`config.mk`:
```
export PLATFORM = sky130hd
export DESIGN_NAME = div_seq
export DESIGN_NICKNAME = d
export VERILOG_FILES = /design/src/rtl/div_seq.sv
export SDC_FILE = /design/constraint.sdc
export NUM_CORES = 1
export LEC_CHECK = 0
export CORE_UTILIZATION = 48
export DETAILED_ROUTE_END_ITERATION = 6
export PLACE_DENSITY = 0.79
export RECOVER_POWER = 25
export SETUP_SLACK_MARGIN = 0.3
export SYNTH_ARGS = -nofsm -noshare
export SYNTH_HDL_FRONTEND = slang
export SYNTH_SLANG_ARGS = --single-unit
```
`constraint.sdc`:
```
create_clock -name clk -period 4.3 [get_ports clk]
set_input_delay 0.43 -clock clk [delete_from_list [all_inputs] [get_ports clk]]
set_output_delay 0.43 -clock clk [all_outputs]
set_load 0.02 [all_outputs]
```
`src/rtl/div_seq.sv`:
```
`default_nettype none
// ============================================================================
// Module      : div_seq
// Description : 32-bit sequential restoring divider (signed/unsigned) that
//               borrows an external shared subtractor for its iterations.
// Revision    : 1.0 - initial release
// ============================================================================
module div_seq (
    input  logic        clk,
    input  logic        reset,
    input  logic        start,
    input  logic        signed_op,
    input  logic        rem_sel,
    input  logic [31:0] dividend,
    input  logic [31:0] divisor,
    output logic        busy,
    output logic        done,
    output logic [31:0] result,
    output logic        div_by_zero,
    output logic [31:0] sub_in1,
    output logic [31:0] sub_in2,
    input  logic [31:0] sub_diff,
    input  logic        sub_carry
);

    localparam logic [2:0] c_IDLE  = 3'd0;
    localparam logic [2:0] c_PREP  = 3'd1;
    localparam logic [2:0] c_ITER  = 3'd2;
    localparam logic [2:0] c_FIXUP = 3'd3;
    localparam logic [2:0] c_DONE  = 3'd4;

    logic [2:0]  r_state;
    logic [2:0]  w_next_state;
    logic        r_signed;
    logic        r_rem_sel;
    logic [31:0] r_q;
    logic [31:0] r_r;
    logic [31:0] r_d;
    logic [4:0]  r_cnt;
    logic        r_neg_q;
    logic        r_neg_r;
    logic        r_dz;
    logic [31:0] r_result;
    logic        r_div_by_zero;

    logic [31:0] w_shifted;
    logic        w_take;
    logic        w_d_zero;
    logic [31:0] w_q_fix;
    logic [31:0] w_r_fix;

    assign w_shifted = {r_r[30:0], r_q[31]};
    // R[31] set means the shifted partial remainder is a 33-bit value that
    // always exceeds the divisor, whatever the 32-bit compare says.
    assign w_take    = sub_carry | r_r[31];
    assign w_d_zero  = (r_d == 32'd0);
    assign w_q_fix   = (r_neg_q && !r_dz) ? (~r_q + 32'd1) : r_q;
    assign w_r_fix   = (r_neg_r && !r_dz) ? (~r_r + 32'd1) : r_r;

    assign result      = r_result;
    assign div_by_zero = r_div_by_zero;

    always_ff @(posedge clk or posedge reset) begin
        if (reset) begin
            r_state <= c_IDLE;
        end else begin
            r_state <= w_next_state;
        end
    end

    always_comb begin
        w_next_state = r_state;
        busy         = 1'b0;
        done         = 1'b0;
        sub_in1      = 32'd0;
        sub_in2      = 32'd0;
        case (r_state)
            c_IDLE: begin
                if (start) begin
                    w_next_state = c_PREP;
                end
            end
            c_PREP: begin
                busy = 1'b1;
                // Zero divisor skips the iterations but still passes through
                // FIXUP, where the result register is loaded.
                w_next_state = w_d_zero ? c_FIXUP : c_ITER;
            end
            c_ITER: begin
                busy    = 1'b1;
                sub_in1 = w_shifted;
                sub_in2 = r_d;
                if (r_cnt == 5'd31) begin
                    w_next_state = c_FIXUP;
                end
            end
            c_FIXUP: begin
                busy         = 1'b1;
                w_next_state = c_DONE;
            end
            c_DONE: begin
                done         = 1'b1;
                w_next_state = c_IDLE;
            end
            default: begin
                w_next_state = c_IDLE;
            end
        endcase
    end

    always_ff @(posedge clk or posedge reset) begin
        if (reset) begin
            r_signed      <= 1'b0;
            r_rem_sel     <= 1'b0;
            r_q           <= 32'd0;
            r_r           <= 32'd0;
            r_d           <= 32'd0;
            r_cnt         <= 5'd0;
            r_neg_q       <= 1'b0;
            r_neg_r       <= 1'b0;
            r_dz          <= 1'b0;
            r_result      <= 32'd0;
            r_div_by_zero <= 1'b0;
        end else begin
            case (r_state)
                c_IDLE: begin
                    if (start) begin
                        r_signed      <= signed_op;
                        r_rem_sel     <= rem_sel;
                        r_q           <= dividend;
                        r_d           <= divisor;
                        r_div_by_zero <= 1'b0;
                    end
                end
                c_PREP: begin
                    r_cnt   <= 5'd0;
                    r_neg_q <= r_signed & (r_q[31] ^ r_d[31]);
                    r_neg_r <= r_signed & r_q[31];
                    r_dz    <= w_d_zero;
                    if (w_d_zero) begin
                        r_q <= 32'hFFFF_FFFF;
                        r_r <= r_q;
                    end else begin
                        r_r <= 32'd0;
                        r_q <= (r_signed && r_q[31]) ? (~r_q + 32'd1) : r_q;
                        r_d <= (r_signed && r_d[31]) ? (~r_d + 32'd1) : r_d;
                    end
                end
                c_ITER: begin
                    r_q   <= {r_q[30:0], w_take};
                    r_r   <= w_take ? sub_diff : w_shifted;
                    r_cnt <= r_cnt + 5'd1;
                end
                c_FIXUP: begin
                    r_result      <= r_rem_sel ? w_r_fix : w_q_fix;
                    r_div_by_zero <= r_dz;
                end
                default: begin
                end
            endcase
        end
    end

endmodule
`default_nettype wire

```
# Word-level counts from Yosys, hierarchy flattened
# Cells that the tools add are included.
# W data, S select, Z words.
[totals] romBits=0 inputBits=102 n_memories=0 latch_bits=0 register_bits=142 ramBits=0
[classes] shift=0 n_div=0 n_reduce_logical=17 n_bitwise=7 n_lt_le_gt_ge=0 n_eq_ne=10 mul=0 n_mux=25 addsub=4
[ops] cell="$mux W32" n=13
[ops] cell="$pmux W32 S2" n=2
[ops] cell="$add A32 B1 Y32 const B" n=3
[ops] cell="$not A32 Y32" n=3
[ops] cell="$pmux W32 S3" n=1
[ops] cell="$logic_not A32 Y1" n=1
[ops] cell="$pmux W3 S4" n=1
[ops] cell="$pmux W5 S2" n=1
[ops] cell="$ne A2 B2 Y1 const B" n=4
[ops] cell="$eq A3 B2 Y1 const B" n=2
[ops] cell="$mux W3" n=2
[ops] cell="$reduce_and A2 Y1" n=3
[ops] cell="$reduce_bool A2 Y1" n=3
[ops] cell="$add A5 B1 Y5 const B" n=1
[ops] cell="$eq A5 B5 Y1 const B" n=1
[ops] cell="$logic_and A1 B1 Y1" n=4
[ops] cell="$mux W1" n=4
[ops] cell="$reduce_and A4 Y1" n=1
[ops] cell="$eq A3 B1 Y1 const B" n=1
[ops] cell="$eq A3 B3 Y1 const B" n=1
[ops] cell="$logic_not A3 Y1" n=1
[ops] cell="$ne A3 B3 Y1 const B" n=1
[ops] cell="$reduce_and A3 Y1" n=1
[ops] cell="$reduce_bool A3 Y1" n=1
[ops] cell="other kinds (6)" n=7

# Depth between registers and ports, before layout
# Gate-level depths: netlist of run 1.
[logic_depth] depth_word=5 mapped_depth=11 ltp_nobuf=8

# Worst setup path before layout of run 1
# OpenSTA, ideal clock, no wires.
[synth_timing] path_type="reg-to-reg" start="register r_d[0]" end="register r_q[7]" required_time_ns=4.182 n_path_buf=3 setup_time_ns=0.118 path_slack_ns=1.387 path_stages_with_launch=12 arrival_ns=2.795 cell_sequence="dfrtp_1 -> inv_1 -> ha_1 -> or4b_1 -> or4b_1 -> buf_2 -> nor4_1 -> o21a_1 -> buf_2 -> buf_2 -> o21ai_0 -> a21o_1"
[synth_via] elab_chain_len=3 word_cells_on_any_way=5 cone_classes="1 x eq/ne; 2 x mux; 2 x reduce/logical"
[synth_rtl] element="start, declared" line_no="38" source="logic [31:0] r_d;"
[synth_rtl] element="start signal, assigned" line_no="131" source="r_d <= divisor;"
[synth_rtl] element="start signal, assigned" line_no="146" source="r_d <= (r_signed && r_d[31]) ? (~r_d + 32'd1) : r_d;"
[synth_rtl] element="$logic_not A32 Y1 *" line_no="56" source="assign w_d_zero = (r_d == 32'd0);"
[synth_rtl] element="$ne A3 B3 Y1 (no line) or $mux W32 (tied branches)"
[synth_rtl] element="$reduce_and A3 Y1 (no line) or $pmux W32 S3 (tied branches)"
[synth_rtl] element="end signal, assigned" line_no="130" source="r_q <= dividend;"
[synth_rtl] element="end signal, assigned" line_no="145" source="r_q <= (r_signed && r_q[31]) ? (~r_q + 32'd1) : r_q;"
[synth_rtl] element="end signal, assigned" line_no="150" source="r_q <= {r_q[30:0], w_take};"
[synth_rtl] element="end, declared" line_no="36" source="logic [31:0] r_q;"
# Mark *: on every way between the ends. The rest lies on a longest branch, timed or not.
# A chain may end at the register's enable or synchronous reset.

# Worst setup path after layout of run 1
[layout_timing] start="register r_d[1]" end="register r_q[11]"
# Same word-level chain as after synthesis.

==> reports/metrics.cfg, run 1 <==
[synthesis]
synth_top_area_share_pct = 36.4
ys.flop_type = dfrtp_1
yosysUniqueCellTypes = 58
synthArstFlopShare_pct = 100
seq_area_frac_synth_pct = 36.4
syn_inst = 1266
yosys-top-cells-count = nand2_1, dfrtp_1, a21oi_1
synth_nets = 1373
synthTopCellsByArea = dfrtp_1, nand2_1, a21oi_1
synth-edff-count = 0
avgSynthCellArea_um2 = 7.70
yosysWarnings = 0
syn_area_mm2 = 0.00975
yosysTopAreaCell = dfrtp_1
yosys.cell_count.top_type = nand2_1
synth-seq-cells = 142

[cells_and_area]
drive_above_1_share_pct = 5.93
syn_to_final_growth_pct = 27.4
num-nets-final = 1495
diodes = 0
fin_area_mm2 = 0.0124

[sta]
worstMarginPinSlew_ns = 2.03
rsz0062_at_grt = no
setup_viol = 0
period_share_pct = 84.0
relSlewSlack_pct = -35.4
max_clock_freq_mhz = 277
period_needed_ns = 3.61
finClkSkew_ns = 0.00927
slew_viol_final = 143
setup_tns_ns = 0
hold_violations = 0

[placed_design]
placed_area_mm2 = 0.0118
port-buffer-count = 200
place.gp.congestion = 0.945
hpwl_um = 22500

[pwr]
p_leak_nw = 4.88
pwr_density_cell_mw_per_mm2 = 830
power_mw = 10.3
ir_drop_uv = 446

[clock_tree]
cts_made_buffers = 17
ctsResizeCount = 0
clkSlewWorstSetupHoldPaths_ns = 0.06
cts_tree = built
clockRootBuffer = clkbuf_16
h-tree-depth = 4
clock-sinks = 142
clock_path_buffers = 2
cts_hold_buffers = 0
clk_latency_ns = 0.43
cts_setup_buffers = 0

[floorplanning]
start_util_pct = 49.5
ioPinCount = 201
die_w_um = 145
num_rows = 51
die_y_um = 145
core_mm2 = 0.0197
die_area_mm2 = 0.0209

[status]
status = complete, but fails checks
violations = max-capacitance violations, max-slew violations

[detailed_routing]
drt_iter0_markers = 1447
post_drt_via_cell_ratio = 6.25
routed_wirelength_um = 32700
dr.pass1.iters = 5
wl_per_cell_um = 19.6
vias = 10400
ant_nets = 0
drc = 0

[global_route]
grt.total_usage_pct = 32.0
grt_pass1_vias = 9446
antenna_found_initial = 0
grt_pass1_wl_um = 51400
grt-ovfl-total = 0
grt_max_degree = 143

[critical_path]
required_ns = 4.62
crit_type = reg2reg
endpoint_kind = register
r2r_slack_ns = 0.69
cp-start-kind = register
crit_arrival_ns = 3.93
crit_path_max_fanout = 23

[flow_run]
drv_cap = 1

[worst_hold_path]
hold_class = reg2reg

[critical path, cell delays in order (launching register included)]
cell and delay, ns:
dfrtp_1 0.41, inv_1 0.08, ha_1 0.22, or4b_1 0.51, or4b_1 0.50, buf_4 0.20, nor4_1 0.42, o21a_1 0.69
o21ai_0 0.23, a21o_1 0.23
[layout make-up]
type | instances | area (um^2)
clock buffers | 20 | 467
fillers | 1635 | 7300
clock inverters | 11 | 140
repair buffers | 224 | 2180
multi-input cells | 982 | 5660
flip-flops and latches | 142 | 3550
inverters | 21 | 82.6
well taps | 265 | 332
[cells by family (layout without fill, tap and decap cells)]
logic type               count (synthesis)  in the layout  synth area share (%)
flip-flops                             142            142                  36.4
buffers and inverters                  142            276                  5.80
multiplexers                             8              8                 0.847
adder cells (fa/ha/maj)                  5              5                 0.642
XOR/XNOR                                62             62                  5.57
AO/OA/AOI/OAI                          414            414                  26.5
AND/OR/NAND/NOR                        493            493                  24.2
[cells in the final DEF (no fill, tap or decap), types with 5 or more instances in the layout]
master / synthesis / final
o22a_1: 6 / 6
or4_1: 14 / 14
o41ai_1: 8 / 8
nor4_1: 18 / 18
a31oi_1: 19 / 19
o31ai_1: 8 / 8
o221ai_1: 7 / 7
and2_1: 60 / 59
a222oi_1: 9 / 9
inv_1: 21 / 20
nand2_1: 191 / 189
a221oi_1: 5 / 5
xor2_1: 22 / 22
a21oi_1: 135 / 135
o311a_1: 8 / 8
clkbuf_16: 0 / 17
a22o_1: 12 / 12
or2_2: 12 / 12
buf_4: 0 / 23
mux2i_1: 6 / 6
a22oi_1: 22 / 22
xnor2_1: 40 / 40
nor2b_1: 6 / 6
nand3_1: 13 / 13
nand2b_1: 7 / 7
nor3_1: 36 / 35
clkinv_2: 0 / 5
a21o_1: 12 / 12
o22ai_1: 25 / 25
o21ai_0: 102 / 102
ha_1: 5 / 5
nor2_1: 95 / 93
or3_1: 17 / 17
o2bb2ai_1: 5 / 5
dfrtp_1: 142 / 142
o311ai_0: 6 / 6
a211oi_1: 11 / 11
clkdlybuf4s50_1: 0 / 199
nand4_1: 7 / 7
[final timing paths]
| path | startpoint | to | cells after the start |
|---|---|---|---|
| min in group asynchronous | reset | result[4] | 3 |
| worst min register to register | result[10] | result[10] | 2 |
| worst max-delay path | r_d[1] | r_q[11] | 9 |
| max in group asynchronous | reset | r_d[2] | 3 |
| worst min-delay path | result[10] | result[10] | 2 |
| worst max register to register | r_d[1] | r_q[11] | 9 |
[per-layer routing]
| metal | share of wire (%) | vias up | global-route usage, % |
|---|---|---|---|
| met5 | 0 | - | 0 |
| met4 | 2.4 | 0 | 12.1 |
| met3 | 11 | 58 | 5.66 |
| met2 | 45 | 645 | 48.7 |
| met1 | 42 | 4928 | 45.1 |
| li1 | - | 4783 | - |
[flip-flops by register name (all words and copies together) (netlist names)]
signal,flops
r_q,32
result,32
r_d,32
r_r,32
r_rem_sel,1
r_signed,1
div_by_zero,1
r_state,3
r_dz,1
r_neg_q,1
r_neg_r,1
r_cnt,5
[power breakdown]
group	internal (mW)	switching, mW
clock network	0.952	0.598
registers	1.98	1.11
logic	2.39	3.28
total	5.32	4.98
[per-stage QoR]
| stage | hold WS [ns] | worst slack (ns) | std cells | util, % |
|---|---|---|---|---|
| 2_1_floorplan | 0.449 | 1.39 | 1266 | - |
| 3_3_place_gp | 0.465 | 0.858 | 1634 | 60.0 |
| 3_5_place_dp | 0.472 | 0.739 | 1634 | 60.0 |
| 4_1_cts | 0.486 | 0.728 | 1665 | 63.0 |
| 5_1_grt | 0.501 | 0.496 | 1665 | 63.0 |
| 6_report | 0.481 | 0.687 | 1665 | 63.0 |
Power figures use the tool's default switching activity.
==> run 2, diff against run 1 <==
--- a/config.mk
+++ b/config.mk
@@ -5,9 +5,9 @@
 export SDC_FILE = /design/constraint.sdc
 export NUM_CORES = 1
 export LEC_CHECK = 0
-export CORE_UTILIZATION = 48
+export CORE_UTILIZATION = 53
 export DETAILED_ROUTE_END_ITERATION = 6
-export PLACE_DENSITY = 0.79
+export PLACE_DENSITY = 0.82
 export RECOVER_POWER = 25
 export SETUP_SLACK_MARGIN = 0.3
 export SYNTH_ARGS = -nofsm -noshare
==> constraint.sdc (replaced) <==
create_clock -name clk -period 3.7 [get_ports clk]
set_input_delay 0.37 -clock clk [delete_from_list [all_inputs] [get_ports clk]]
set_output_delay 0.37 -clock clk [all_outputs]
set_load 0.02 [all_outputs]
==> run 2 against run 1 <==
The run ends with design-rule violations, max-capacitance violations, max-slew violations left. Highest routed layer unchanged. Design area increased by 0.12%. Clock power increased by 15%. Via count increased by 0.58%. Wire length decreased by 0.86%. First-iteration DRC count increased by 2.4%. Global-route usage increased by 2.7 points. Setup slack got worse by 0.15 ns. Sequential power increased by 16%. Die area decreased by 9.3%. Largest cell class unchanged. Clock skew increased by 0.0017 ns. Cell count decreased by 1.6%. Non-clock buffer count increased by 9.
==> reports/metrics.cfg, run 2 (synthesis gave the netlist of run 1 again) <==
[status]
status = complete, but fails checks  ; unchanged
violations = design-rule violations, max-capacitance violations, max-slew violations  ; was max-capacitance violations, max-slew violations

[cells_and_area]
layout.cells.most_common = clkdlybuf4s50_1  ; unchanged
seqCellArea_mm2 = 0.00355  ; unchanged
diodes = 0  ; unchanged
fillers = 1494  ; was 1635
multiInputGateArea_mm2 = 0.00567  ; was 0.00566 mm^2
mostFrequentLayoutCells = clkdlybuf4s50_1, nand2_1, dfrtp_1, a21oi_1, o21ai_0  ; unchanged
num-nets-final = 1504  ; was 1495
post-route-util_pct = 69.0  ; was 63.0%
syn_to_final_growth_pct = 27.5  ; was 27.4%
drive_above_1_share_pct = 6.52  ; was 5.93%

[flow_run]
drv_cap = 1  ; unchanged

[pwr]
ir_drop_uv = 525  ; was 446 uV
p_leak_nw = 4.90  ; was 4.88 nW
pwr_density_cell_mw_per_mm2 = 967  ; was 830 mW/mm^2

[detailed_routing]
drc = 11  ; was 0
dr.pass1.iters = 7  ; was 5
vias = 10500  ; was 10400
wl_per_cell_um = 19.8  ; was 19.6 um
routed_wirelength_um = 32400  ; was 32700 um
post_drt_via_cell_ratio = 6.39  ; was 6.25
ant_nets = 0  ; unchanged
drt_iter0_markers = 1482  ; was 1447

[clock_tree]
clkSlewWorstSetupHoldPaths_ns = 0.06  ; about the same
ctsResizeCount = 0  ; unchanged
clock-sinks = 142  ; unchanged
cts_setup_buffers = 0  ; unchanged
cts_tree = built  ; unchanged
clockRootBuffer = clkbuf_16  ; unchanged
h-tree-depth = 4  ; unchanged
cts_made_buffers = 17  ; unchanged
clk_latency_ns = 0.44  ; was 0.43 ns
cts_hold_buffers = 0  ; unchanged
clock_path_buffers = 2  ; unchanged

[worst_hold_path]
hold_class = reg2reg  ; unchanged

[critical_path]
crit_path_max_fanout = 30  ; was 23
crit_type = reg2out  ; was reg2reg
endpoint_kind = primary output  ; was register
cp-start-kind = register  ; unchanged
required_ns = 3.33  ; was 4.62 ns
crit_arrival_ns = 2.80  ; was 3.93 ns

[placed_design]
place.gp.congestion = 0.920  ; was 0.945
port-buffer-count = 200  ; unchanged
hpwl_um = 22600  ; was 22500 um

[global_route]
grt_max_degree = 57  ; was 143
antenna_found_initial = 1  ; was 0
grt_pass1_wl_um = 50400  ; was 51400 um
grt.total_usage_pct = 34.7  ; was 32.0%
grt-ovfl-total = 0  ; unchanged
grt_pass1_vias = 9436  ; was 9446

[sta]
hold_violations = 0  ; unchanged
period_share_pct = 85.6
max_clock_freq_mhz = 316
setup_tns_ns = 0  ; unchanged
setup_viol = 0  ; unchanged
slew_viol_final = 40  ; was 143
period_needed_ns = 3.17
finClkSkew_ns = 0.0110  ; was 0.00927 ns
relSlewSlack_pct = -15.0  ; was -35.4%
rsz0062_at_grt = no  ; unchanged
worstMarginPinSlew_ns = 1.72  ; was 2.03 ns

[floorplanning]
die_w_um = 138  ; was 145 um
ioPinCount = 201  ; unchanged
die_area_mm2 = 0.0189  ; was 0.0209 mm^2
core_mm2 = 0.0180  ; was 0.0197 mm^2
die_y_um = 138  ; was 145 um
start_util_pct = 54.1  ; was 49.5%
num_rows = 49  ; was 51

[run 2: worst max-delay path, cell delays in order, from the launching register on]
cell and delay, ns:
dfrtp_1 0.66, nand2b_1 0.22, or2_2 0.60, nor2_1 0.24, clkdlybuf4s50_1 0.63
[run 2: per-stage QoR]
| stage | power (mW) | cells | hold WS (ns) | cell area [um^2] | setup WS, ns |
|---|---|---|---|---|---|
| after floorplan | 7.71 | 1266 | 0.449 | 9750 | 0.787 |
| after detailed placement | 10.0 | 1607 | 0.468 | 11900 | 0.536 |
| after global placement | 9.84 | 1607 | 0.461 | 11900 | 0.591 |
| after CTS | 11.9 | 1639 | 0.483 | 12500 | 0.445 |
| after global routing | 12.7 | 1639 | 0.514 | 12400 | 0.282 |
| final | 12.0 | 1639 | 0.480 | 12400 | 0.533 |
[run 2: worst paths after layout]
kind,to,startpoint,cells after the start,slack (ns)
worst min register to register,result[6],result[6],2,0.48
worst max-delay path,sub_in1[31],r_state[1],4,0.53
max in group asynchronous,r_q[25],reset,3,0.81
min in group asynchronous,r_cnt[0],reset,2,0.81
worst max register to register,r_q[25],r_d[0],9,0.54
worst min-delay path,result[6],result[6],2,0.48
[run 2: layout make-up]
cell class	instances	area share, %
inverters	21	0.644
well taps	229	2.30
flip-flops and latches	142	28.6
repair buffers	233	18.1
multi-input cells	982	45.6
clock inverters	11	1.13
clock buffers	21	3.70
[run 2: per-layer routing]
layer	GRT usage, %	vias up	routed length, um
met3	8.35	73	3500
met1	48.0	4973	13500
li1	-	4795	-
met2	52.3	633	14600
met5	0	-	0
met4	12.9	0	805
[run 2: power by group]
group / switching, mW / internal (mW) / total [mW] / leakage, nW
Sequential: 1.27 / 2.31 / 3.58 / 1.76
Clock: 0.696 / 1.09 / 1.79 / 0.285
Combinational: 3.85 / 2.80 / 6.66 / 2.86
Total: 5.82 / 6.20 / 12.0 / 4.90
==> run 3, diff against run 2 <==
--- a/config.mk
+++ b/config.mk
@@ -8,7 +8,7 @@
 export CORE_UTILIZATION = 53
 export DETAILED_ROUTE_END_ITERATION = 6
 export PLACE_DENSITY = 0.82
-export RECOVER_POWER = 25
+export RECOVER_POWER = 50
 export SETUP_SLACK_MARGIN = 0.3
 export SYNTH_ARGS = -nofsm -noshare
 export SYNTH_HDL_FRONTEND = slang
==> constraint.sdc (replaced) <==
create_clock -name clk -period 3.14 [get_ports clk]
set_input_delay 0.314 -clock clk [delete_from_list [all_inputs] [get_ports clk]]
set_output_delay 0.314 -clock clk [all_outputs]
set_load 0.02 [all_outputs]
==> run 3 against run 2 <==
The run ends with max-capacitance violations, max-slew violations left. Global-route usage decreased by 0.070 points. Flip-flop and latch count unchanged. Register-to-register slack got worse by 0.21 ns. Non-clock buffer count increased by 13. Sequential share of layout area decreased by 0.59 points. Sequential power increased by 17%. Worst hold slack got worse by 0.0067 ns. Wire length increased by 1.9%. Core utilization increased by 1.5 points. Clock skew decreased by 0.0019 ns. Total power increased by 20%. Clock power increased by 19%. Largest power group unchanged.
==> reports/metrics.cfg, run 3 (synthesis gave the netlist of run 1 again) <==
[critical_path]
crit_path_top_delay_cell = or4b_4  ; was dfrtp_1
r2r_start = r_d[0]  ; unchanged
required_ns = 3.46  ; was 3.33 ns
crit_type = reg2reg  ; was reg2out
crit_path_max_fanout = 16  ; was 30
timing.rr.end = r_r[2]  ; was r_q[25]
r2r_slack_ns = 0.33  ; was 0.54 ns
crit_chain = inv_1 -> ha_2 -> or4b_4 -> or4b_4 -> buf_4 -> nor3_4 -> buf_4 -> buf_12 -> a21oi_1 -> o21ai_0  ; was nand2b_1 -> or2_2 -> nor2_1 -> clkdlybuf4s50_1
crit_arrival_ns = 3.13  ; was 2.80 ns
critPathLaunch = r_d[0]  ; was r_state[1]
worst_r2r_path_depth = 10  ; was 9
critPathMaxStageDelay_ns = 0.52  ; was 0.66 ns
endpoint_kind = register  ; was primary output
cp-start-kind = register  ; unchanged

[clock_tree]
cts_tree = built  ; unchanged
clk_latency_ns = 0.42  ; was 0.44 ns
clockRootBuffer = clkbuf_16  ; unchanged
clock_path_buffers = 2  ; unchanged
clock-sinks = 142  ; unchanged
cts_made_buffers = 17  ; unchanged
clkSlewWorstSetupHoldPaths_ns = 0.06  ; about the same
cts_hold_buffers = 0  ; unchanged
h-tree-depth = 4  ; unchanged

[cells_and_area]
multiInputGateArea_mm2 = 0.00570  ; was 0.00567 mm^2
layout.cells.most_common = nand2_1  ; was clkdlybuf4s50_1
fin_area_mm2 = 0.0127  ; was 0.0124 mm^2
syn_to_final_growth_pct = 30.3  ; was 27.5%
drive_above_1_share_pct = 7.88  ; was 6.52%
mostFrequentLayoutCells = nand2_1, clkdlybuf4s50_1, dfrtp_1, a21oi_1, o21ai_0  ; was clkdlybuf4s50_1, nand2_1, dfrtp_1, a21oi_1, o21ai_0
num-nets-final = 1517  ; was 1504
final_cells = 1653  ; was 1639
fillers = 1402  ; was 1494
post-route-util_pct = 70.5  ; was 69.0%
seqCellArea_mm2 = 0.00356  ; was 0.00355 mm^2

[pwr]
pwr_density_cell_mw_per_mm2 = 1130  ; was 967 mW/mm^2
p_leak_nw = 5.07  ; was 4.90 nW
ir_drop_uv = 550  ; was 525 uV
power_mw = 14.4  ; was 12.0 mW

[sta]
setup_viol = 0  ; unchanged
period_share_pct = 89.5
setup_tns_ns = 0  ; unchanged
rsz0062_at_grt = yes  ; was no
timing.hold.ws_ns = 0.473  ; was 0.480 ns
period_needed_ns = 2.81
slew_viol_final = 143  ; was 40
max_clock_freq_mhz = 356
relSlewSlack_pct = -34.4  ; was -15.0%
hold_violations = 0  ; unchanged
finClkSkew_ns = 0.00908  ; was 0.0110 ns
worstMarginPinSlew_ns = 2.02  ; was 1.72 ns
setup_slack_ns = 0.331  ; was 0.533 ns

[worst_hold_path]
hold_end = r_d[1]  ; was result[6]
min-delay-start = divisor[1]  ; was result[6]
hold_class = in2reg  ; was reg2reg
hold-path-cell-count = 3  ; was 2

[detailed_routing]
drt_iter0_markers = 1271  ; was 1482
wl_per_cell_um = 20.0  ; was 19.8 um
vias = 10600  ; was 10500
dr.pass1.iters = 6  ; was 7
routed_wirelength_um = 33000  ; was 32400 um
post_drt_via_cell_ratio = 6.43  ; was 6.39
drc = 0  ; was 11
ant_nets = 0  ; unchanged

[floorplanning]
num_rows = 49  ; unchanged
die_area_mm2 = 0.0189  ; unchanged
start_util_pct = 54.1  ; unchanged
die_w_um = 138  ; unchanged
ioPinCount = 201  ; unchanged
die_y_um = 138  ; unchanged
core_mm2 = 0.0180  ; unchanged

[placed_design]
place_inst = 1611  ; was 1607
place.gp.congestion = 0.927  ; was 0.920
hpwl_um = 22000  ; was 22600 um
placed_area_mm2 = 0.0119  ; about the same
port-buffer-count = 200  ; unchanged
post-place-ws_ns = 0.230  ; was 0.536 ns

[flow_run]
drv_cap = 1  ; unchanged

[global_route]
grt_pass1_vias = 9594  ; was 9436
grt-ovfl-total = 0  ; unchanged
antenna_found_initial = 1  ; unchanged
grt_max_degree = 143  ; was 57
grt_pass1_wl_um = 50500  ; was 50400 um
grt.total_usage_pct = 34.6  ; was 34.7%

[status]
status = complete, but fails checks  ; unchanged
violations = max-capacitance violations, max-slew violations  ; was design-rule violations, max-capacitance violations, max-slew violations

[run 3: how the worst max path moves through the flow]
| stage | to | slack, ns |
|---|---|---|
| final | r_r[2] | 0.33 |
| after global routing | r_d[31] | 0.20 |
| after CTS | r_q[4] | 0.27 |
| after detailed placement | r_q[4] | 0.23 |
| after global placement | r_q[4] | 0.35 |
| after floorplan | r_q[7] | 0.31 |
[run 3: layout make-up]
cell class              instances  area share [%]
inverters                      21           0.650
clock inverters                10            1.07
flip-flops and latches        142            28.0
multi-input cells             982            44.9
diodes                          2          0.0394
repair buffers                246            19.3
well taps                     229            2.26
clock buffers                  21            3.78
[run 3: worst max-delay path: cells and delay by family (launching register included)]
| family | cells | cell delay (ns) |
|---|---|---|
| AND/OR/NAND/NOR | 3 | 1.19 |
| buffers and inverters | 4 | 0.60 |
| flip-flops | 1 | 0.40 |
| AO/OA/AOI/OAI | 2 | 0.28 |
| adder cells (fa/ha/maj) | 1 | 0.23 |
[run 3: metal layers]
layer | GRT usage [%] | up-vias | wire length [um]
li1 | - | 4828 | -
met1 | 48.0 | 5019 | 13300
met2 | 53.4 | 703 | 15200
met3 | 7.47 | 71 | 3800
met4 | 11.5 | 0 | 751
met5 | 0 | - | 0
[run 3: what timing repair did]
| item | 4_1_cts | 5_1_grt |
|---|---|---|
| endpoints found under the hold margin | 0 | 0 |
| resized for setup | 4 | 17 |
| pin swaps | 1 | 6 |
| setup endpoints to repair | 35 | 75 |
| cloned | 0 | 3 |
| buffers inserted | 0 | 6 |
[run 3: where the power goes]
| group | leakage [nW] | switching (mW) | internal [mW] |
|---|---|---|---|
| logic | 3.01 | 4.65 | 3.41 |
| registers | 1.75 | 1.46 | 2.72 |
| clock network | 0.297 | 0.802 | 1.33 |
| total | 5.07 | 6.91 | 7.46 |
